--- src/rtl/ps2_mouse_init_seq.sv ---
// PS/2 mouse bring-up sequencer: reset, BAT/ID check, set sample rate, enable
// reporting. Drives the transmitter handshake and interprets the mouse's replies.
module ps2_mouse_init_seq #(
  parameter int unsigned POWERUP_DELAY = 25000000,
  parameter int unsigned TX_TIMEOUT    = 1000000,
  parameter int unsigned ACK_TIMEOUT   = 1250000,
  parameter int unsigned BAT_TIMEOUT   = 50000000,
  parameter logic [7:0]  SAMPLE_RATE   = 8'd100,
  parameter int unsigned MAX_RETRY     = 3
) (
  input  logic       Clk,
  input  logic       Reset,
  input  logic       Start,
  output logic       TxWrite,
  output logic [7:0] TxData,
  input  logic       TxDone,
  input  logic       TxIdle,
  input  logic       RxValid,
  input  logic [7:0] RxData,
  output logic       InitDone,
  output logic       InitError,
  output logic       Busy,
  output logic [3:0] State
);

  typedef enum logic [3:0] {
    S_PWRUP    = 4'd0,
    S_SEND     = 4'd1,
    S_WAIT_TX  = 4'd2,
    S_WAIT_ACK = 4'd3,
    S_WAIT_BAT = 4'd4,
    S_WAIT_ID  = 4'd5,
    S_FAIL     = 4'd6,
    S_DONE     = 4'd7,
    S_ERROR    = 4'd8
  } state_t;

  localparam logic [25:0] T_PWRUP = 26'(POWERUP_DELAY);
  localparam logic [25:0] T_TX    = 26'(TX_TIMEOUT);
  localparam logic [25:0] T_ACK   = 26'(ACK_TIMEOUT);
  localparam logic [25:0] T_BAT   = 26'(BAT_TIMEOUT);

  state_t      state;
  logic [1:0]  step;
  logic [7:0]  retry_cnt;
  logic [25:0] timer;
  logic [7:0]  retry_inc;
  logic        retry_exhausted;
  logic        timeout;

  function automatic logic [7:0] cmd_for(input logic [1:0] s);
    case (s)
      2'd0:    cmd_for = 8'hFF;
      2'd1:    cmd_for = 8'hF3;
      2'd2:    cmd_for = SAMPLE_RATE;
      default: cmd_for = 8'hF4;
    endcase
  endfunction

  assign retry_inc       = retry_cnt + 8'd1;
  assign retry_exhausted = {24'd0, retry_inc} >= MAX_RETRY;
  assign timeout         = (timer == 26'd0);
  assign State           = state;

  always_ff @(posedge Clk or negedge Reset) begin
    if (!Reset) begin
      state     <= S_PWRUP;
      step      <= 2'd0;
      retry_cnt <= 8'd0;
      timer     <= T_PWRUP;
      TxWrite   <= 1'b0;
      TxData    <= 8'h00;
      InitDone  <= 1'b0;
      InitError <= 1'b0;
      Busy      <= 1'b1;
    end else begin
      TxWrite <= 1'b0;
      case (state)
        S_PWRUP:
          if (timeout) state <= S_SEND;
          else         timer <= timer - 26'd1;
        S_SEND:
          if (TxIdle) begin
            TxData  <= cmd_for(step);
            TxWrite <= 1'b1;
            timer   <= T_TX;
            state   <= S_WAIT_TX;
          end
        S_WAIT_TX:
          if (TxDone) begin
            timer <= T_ACK;
            state <= S_WAIT_ACK;
          end else if (timeout) state <= S_FAIL;
          else                  timer <= timer - 26'd1;
        // A received byte always wins over a timeout in the same cycle.
        S_WAIT_ACK:
          if (RxValid) begin
            if (RxData == 8'hFA) begin
              if (step == 2'd0) begin
                timer <= T_BAT;
                state <= S_WAIT_BAT;
              end else if (step == 2'd3) begin
                InitDone <= 1'b1;
                Busy     <= 1'b0;
                state    <= S_DONE;
              end else begin
                step  <= step + 2'd1;
                state <= S_SEND;
              end
            end else if (RxData == 8'hFE) begin
              retry_cnt <= retry_inc;
              if (retry_exhausted) begin
                InitError <= 1'b1;
                Busy      <= 1'b0;
                state     <= S_ERROR;
              end else state <= S_SEND;
            end else state <= S_FAIL;
          end else if (timeout) state <= S_FAIL;
          else                  timer <= timer - 26'd1;
        S_WAIT_BAT:
          if (RxValid) begin
            if (RxData == 8'hAA) begin
              timer <= T_BAT;
              state <= S_WAIT_ID;
            end else state <= S_FAIL;
          end else if (timeout) state <= S_FAIL;
          else                  timer <= timer - 26'd1;
        S_WAIT_ID:
          if (RxValid) begin
            if (RxData == 8'h00) begin
              step  <= 2'd1;
              state <= S_SEND;
            end else state <= S_FAIL;
          end else if (timeout) state <= S_FAIL;
          else                  timer <= timer - 26'd1;
        S_FAIL: begin
          retry_cnt <= retry_inc;
          if (retry_exhausted) begin
            InitError <= 1'b1;
            Busy      <= 1'b0;
            state     <= S_ERROR;
          end else begin
            step  <= 2'd0;
            state <= S_SEND;
          end
        end
        // A restart skips the power-up delay and begins again at the reset command.
        S_DONE, S_ERROR:
          if (Start) begin
            InitDone  <= 1'b0;
            InitError <= 1'b0;
            retry_cnt <= 8'd0;
            step      <= 2'd0;
            Busy      <= 1'b1;
            state     <= S_SEND;
          end
        default: begin
          timer <= T_PWRUP;
          state <= S_PWRUP;
        end
      endcase
    end
  end

endmodule

--- config.mk ---
export PLATFORM = sky130hd
export DESIGN_NAME = ps2_mouse_init_seq
export DESIGN_NICKNAME = d
export VERILOG_FILES = /design/src/rtl/ps2_mouse_init_seq.sv
export SDC_FILE = /design/constraint.sdc
export NUM_CORES = 1
export LEC_CHECK = 0
export CAP_MARGIN = 20
export CORE_MARGIN = 2
export CORE_UTILIZATION = 50
export DETAILED_ROUTE_END_ITERATION = 8
export GPL_ROUTABILITY_DRIVEN = 0
export PLACE_DENSITY = 0.67
export SLEW_MARGIN = 20
export SYNTH_ARGS = -nofsm -noshare
export SYNTH_HDL_FRONTEND = slang
export SYNTH_SLANG_ARGS = --single-unit
--- constraint.sdc ---
create_clock -name Clk -period 3 [get_ports Clk]
set_input_delay 0.3 -clock Clk [delete_from_list [all_inputs] [get_ports Clk]]
set_output_delay 0.3 -clock Clk [all_outputs]
set_load 0.005 [all_outputs]
==> results_dict.tcl, run 1 <==
set metrics [dict create \
    yosys_warnings 0 \
    tightest_slew_ns 0.970 \
    synth_edf_count 0 \
    dieArea_mm2 0.00776 \
    multi_input_area_mm2 0.00213 \
    cts_root_buffer "clkbuf_8" \
    worstPathRequired_ns 3.25 \
    cap_violations 0 \
    core_mm2 0.00683 \
    ys.flop_type "dfrtp_1" \
    cp_max_fo 7 \
    power_density_mw_per_mm2 1050 \
    hp-class "primary input to async pin" \
    met2_length_mm 4.33 \
    dp.cells 558 \
    hold_viol_final 36 \
    seq_area_mm2 0.00124 \
    synth_area_leaders "dfrtp_1 25%, dfstp_2 9.7%, o21ai_0 7.2%" \
    drtAntennaViolNets 0 \
    yosysMostFrequentCell "o21ai_0" \
    h-tree-depth 2 \
    syn2layout_area_growth_pct 17.8 \
    cts_buffer_depth 2 \
    clock_latency_ns 0.31 \
    synthTopCellsByCount "51 x o21ai_0, 48 x nand2_1, 36 x dfrtp_1" \
    fin_skew_ns 0.0119 \
    crit_chain "or4_1 -> or4_4 -> nor4_2 -> nand2_1 -> o31ai_1 -> a22o_1" \
    tns_ns 0 \
    overflow 0 \
    max_slew_margin_pct 35.3 \
    port_buffers 29 \
    p_leak_uw 0.00170 \
    synth_top_cell_by_area "dfrtp_1" \
    fin_crit_sh_pct 89.9 \
    yosysUniqueCellTypes 67 \
    grt_pass1_vias 3224 \
    met1Wirelength_mm 4.57 \
    initial_core_util_pct 51.7 \
    final_util_pct 61.0 \
    pin_count 30 \
    cts_resized 0 \
    grt_use_total_pct 26.7 \
    netlist_area_mm2 0.00353 \
    routedWlPerCell_um 17.2 \
    first_pass_iters 6 \
    critPathKind "flop to flop" \
    drive_above_1_share_pct 13.6 \
    worst_ir_drop_vdd_v 0.000413 \
    grt_pass1_wl_mm 16.2 \
    fin_crit_ns 2.70 \
    grt_max_degree 45 \
    cts.sinks 49 \
    postSynth.asyncResetShare_pct 100 \
    power_uw 4370 \
    ctsHoldBuffers 0 \
    stdcell_count 566 \
    fmax_mhz 371 \
    finalMaxSlewViolations 0 \
    max_stage_delay_ns 0.69 \
    synth-seq-cells 49 \
    yosysTopAreaCellShare_pct 25.5 \
    met3RoutedLength_um 713 \
    cts_tree "built" \
    whs_ns -0.0276 \
    first_iter_violations 444 \
    violations "hold timing" \
    setup_violations 0 \
    hpwl_mm 7.20 \
    cp-end-kind "flop" \
    remaining_drc_errors 0 \
    seq_area_frac_synth_pct 35.2 \
    syn_area_per_cell_um2 8.14 \
    status "complete, but fails checks" \
    die_w_um 88.1 \
    die_y_um 88.1 \
    syn_inst 434 \
    clk_pin_slew_ns 0.10 \
    rsz0062_at_grt "false" \
    crit_path_top_delay_cell "or4_1" \
    antenna_found_initial 0 \
    avgViaCountPerCell 6.37 \
    worstPathArrival_ns 2.95 \
    cts_setup_buffers 0 \
    wl_mm 9.75 \
    antenna_cells 0 \
    top_layer_used "met4" \
    row_count 30 \
    final_nets 492 \
    synth_nets 457 \
    via_count 3605 \
    critPathLaunchType "flop" \
    cts_buffers 5 \
    nFillCells 637 \
]
==> layout by cell type (no fill, tap or decap), types with 7 or more instances in the layout <==
cell / netlist / final
nand2_1: 48 / 48
a21oi_1: 22 / 22
o21ai_1: 9 / 9
a31oi_1: 9 / 9
nor3_1: 11 / 11
nand3_1: 12 / 12
clkdlybuf4s50_1: 0 / 28
buf_4: 3 / 24
inv_1: 13 / 13
o21ai_0: 51 / 51
a22o_1: 12 / 12
dfstp_2: 13 / 13
nor2_1: 34 / 34
or3_1: 9 / 9
o41ai_1: 7 / 7
dfrtp_1: 36 / 36
ha_1: 9 / 9
o31ai_1: 8 / 8
or4_1: 8 / 8
==> power breakdown <==
part | total [uW] | switching [uW] | leakage, uW | internal (uW)
logic | 2500 | 1420 | 0.00104 | 1080
registers | 1290 | 299 | 0.000593 | 990
clock network | 576 | 240 | 0.0000687 | 336
==> sequential cells by signal (all words and copies together), names as in the netlist <==
| name | count |
|---|---|
| InitError | 1 |
| TxData | 5 |
| step | 2 |
| State | 4 |
| retry_cnt | 8 |
| TxWrite | 1 |
| Busy | 1 |
| InitDone | 1 |
| timer | 26 |
==> layout make-up <==
cell class / count / share of cell area (%)
multi-input cells: 346 / 51.2
repair buffers: 53 / 11.5
clock buffers: 5 / 1.65
flip-flops and latches: 49 / 29.8
inverters: 14 / 1.26
clock inverters: 3 / 1.65
well taps: 96 / 2.88
==> worst max-delay path: cells and delay by family, from the launching register on <==
kind	cells	cell delay (ns)
AO/OA/AOI/OAI	2	0.37
flip-flops	1	0.46
AND/OR/NAND/NOR	4	1.80
==> per-layer routing <==
layer  vias up  global-route usage [%]
li1       1717                       -
met1      1702                    40.3
met2       172                    39.7
met3        14                    4.62
met4         0                    6.47
met5         -                       0
==> path summary, 6_finish.rpt <==
path,start,endpoint,slack (ns),depth (start not counted)
max reg2reg,timer[5],timer[25],0.30,6
max,timer[5],timer[25],0.30,6
min reg2reg,TxData[2],TxData[2],0.49,2
min in group Clk,TxData[2],TxData[2],0.49,2
max in group asynchronous,Reset,timer[11],2.46,2
min,Reset,TxData[6],-0.03,1
==> metrics by stage <==
stage                     worst slack (ns)  hold WS, ns  instance area [um2]
after floorplan                      0.414      0.00441                 3530
after global placement               0.316        0.463                 4020
after detailed placement             0.200        0.464                 4020
after CTS                            0.323        0.177                 4160
after global routing                 0.186       0.0166                 4160
final                                0.304      -0.0276                 4160
==> logic make-up (layout without fill, tap and decap cells) <==
group	Yosys count	count (layout)	share of synthesized area, %
AO/OA/AOI/OAI	160	160	29.6
buffers and inverters	39	75	4.71
multiplexers	5	5	1.52
XOR/XNOR	1	1	0.248
flip-flops	49	49	35.2
adder cells (fa/ha/maj)	9	9	3.19
AND/OR/NAND/NOR	171	171	25.5
Power figures use the tool's default switching activity.
==> run 2, diff against run 1 <==
--- a/config.mk
+++ b/config.mk
@@ -8,6 +8,7 @@
 export CAP_MARGIN = 20
 export CORE_MARGIN = 2
 export CORE_UTILIZATION = 50
+export CTS_CLUSTER_DIAMETER = 50
 export DETAILED_ROUTE_END_ITERATION = 8
 export GPL_ROUTABILITY_DRIVEN = 0
 export PLACE_DENSITY = 0.67
==> results of run 2 <==
The final DEF is identical to that of run 1; final timing and power are the same.
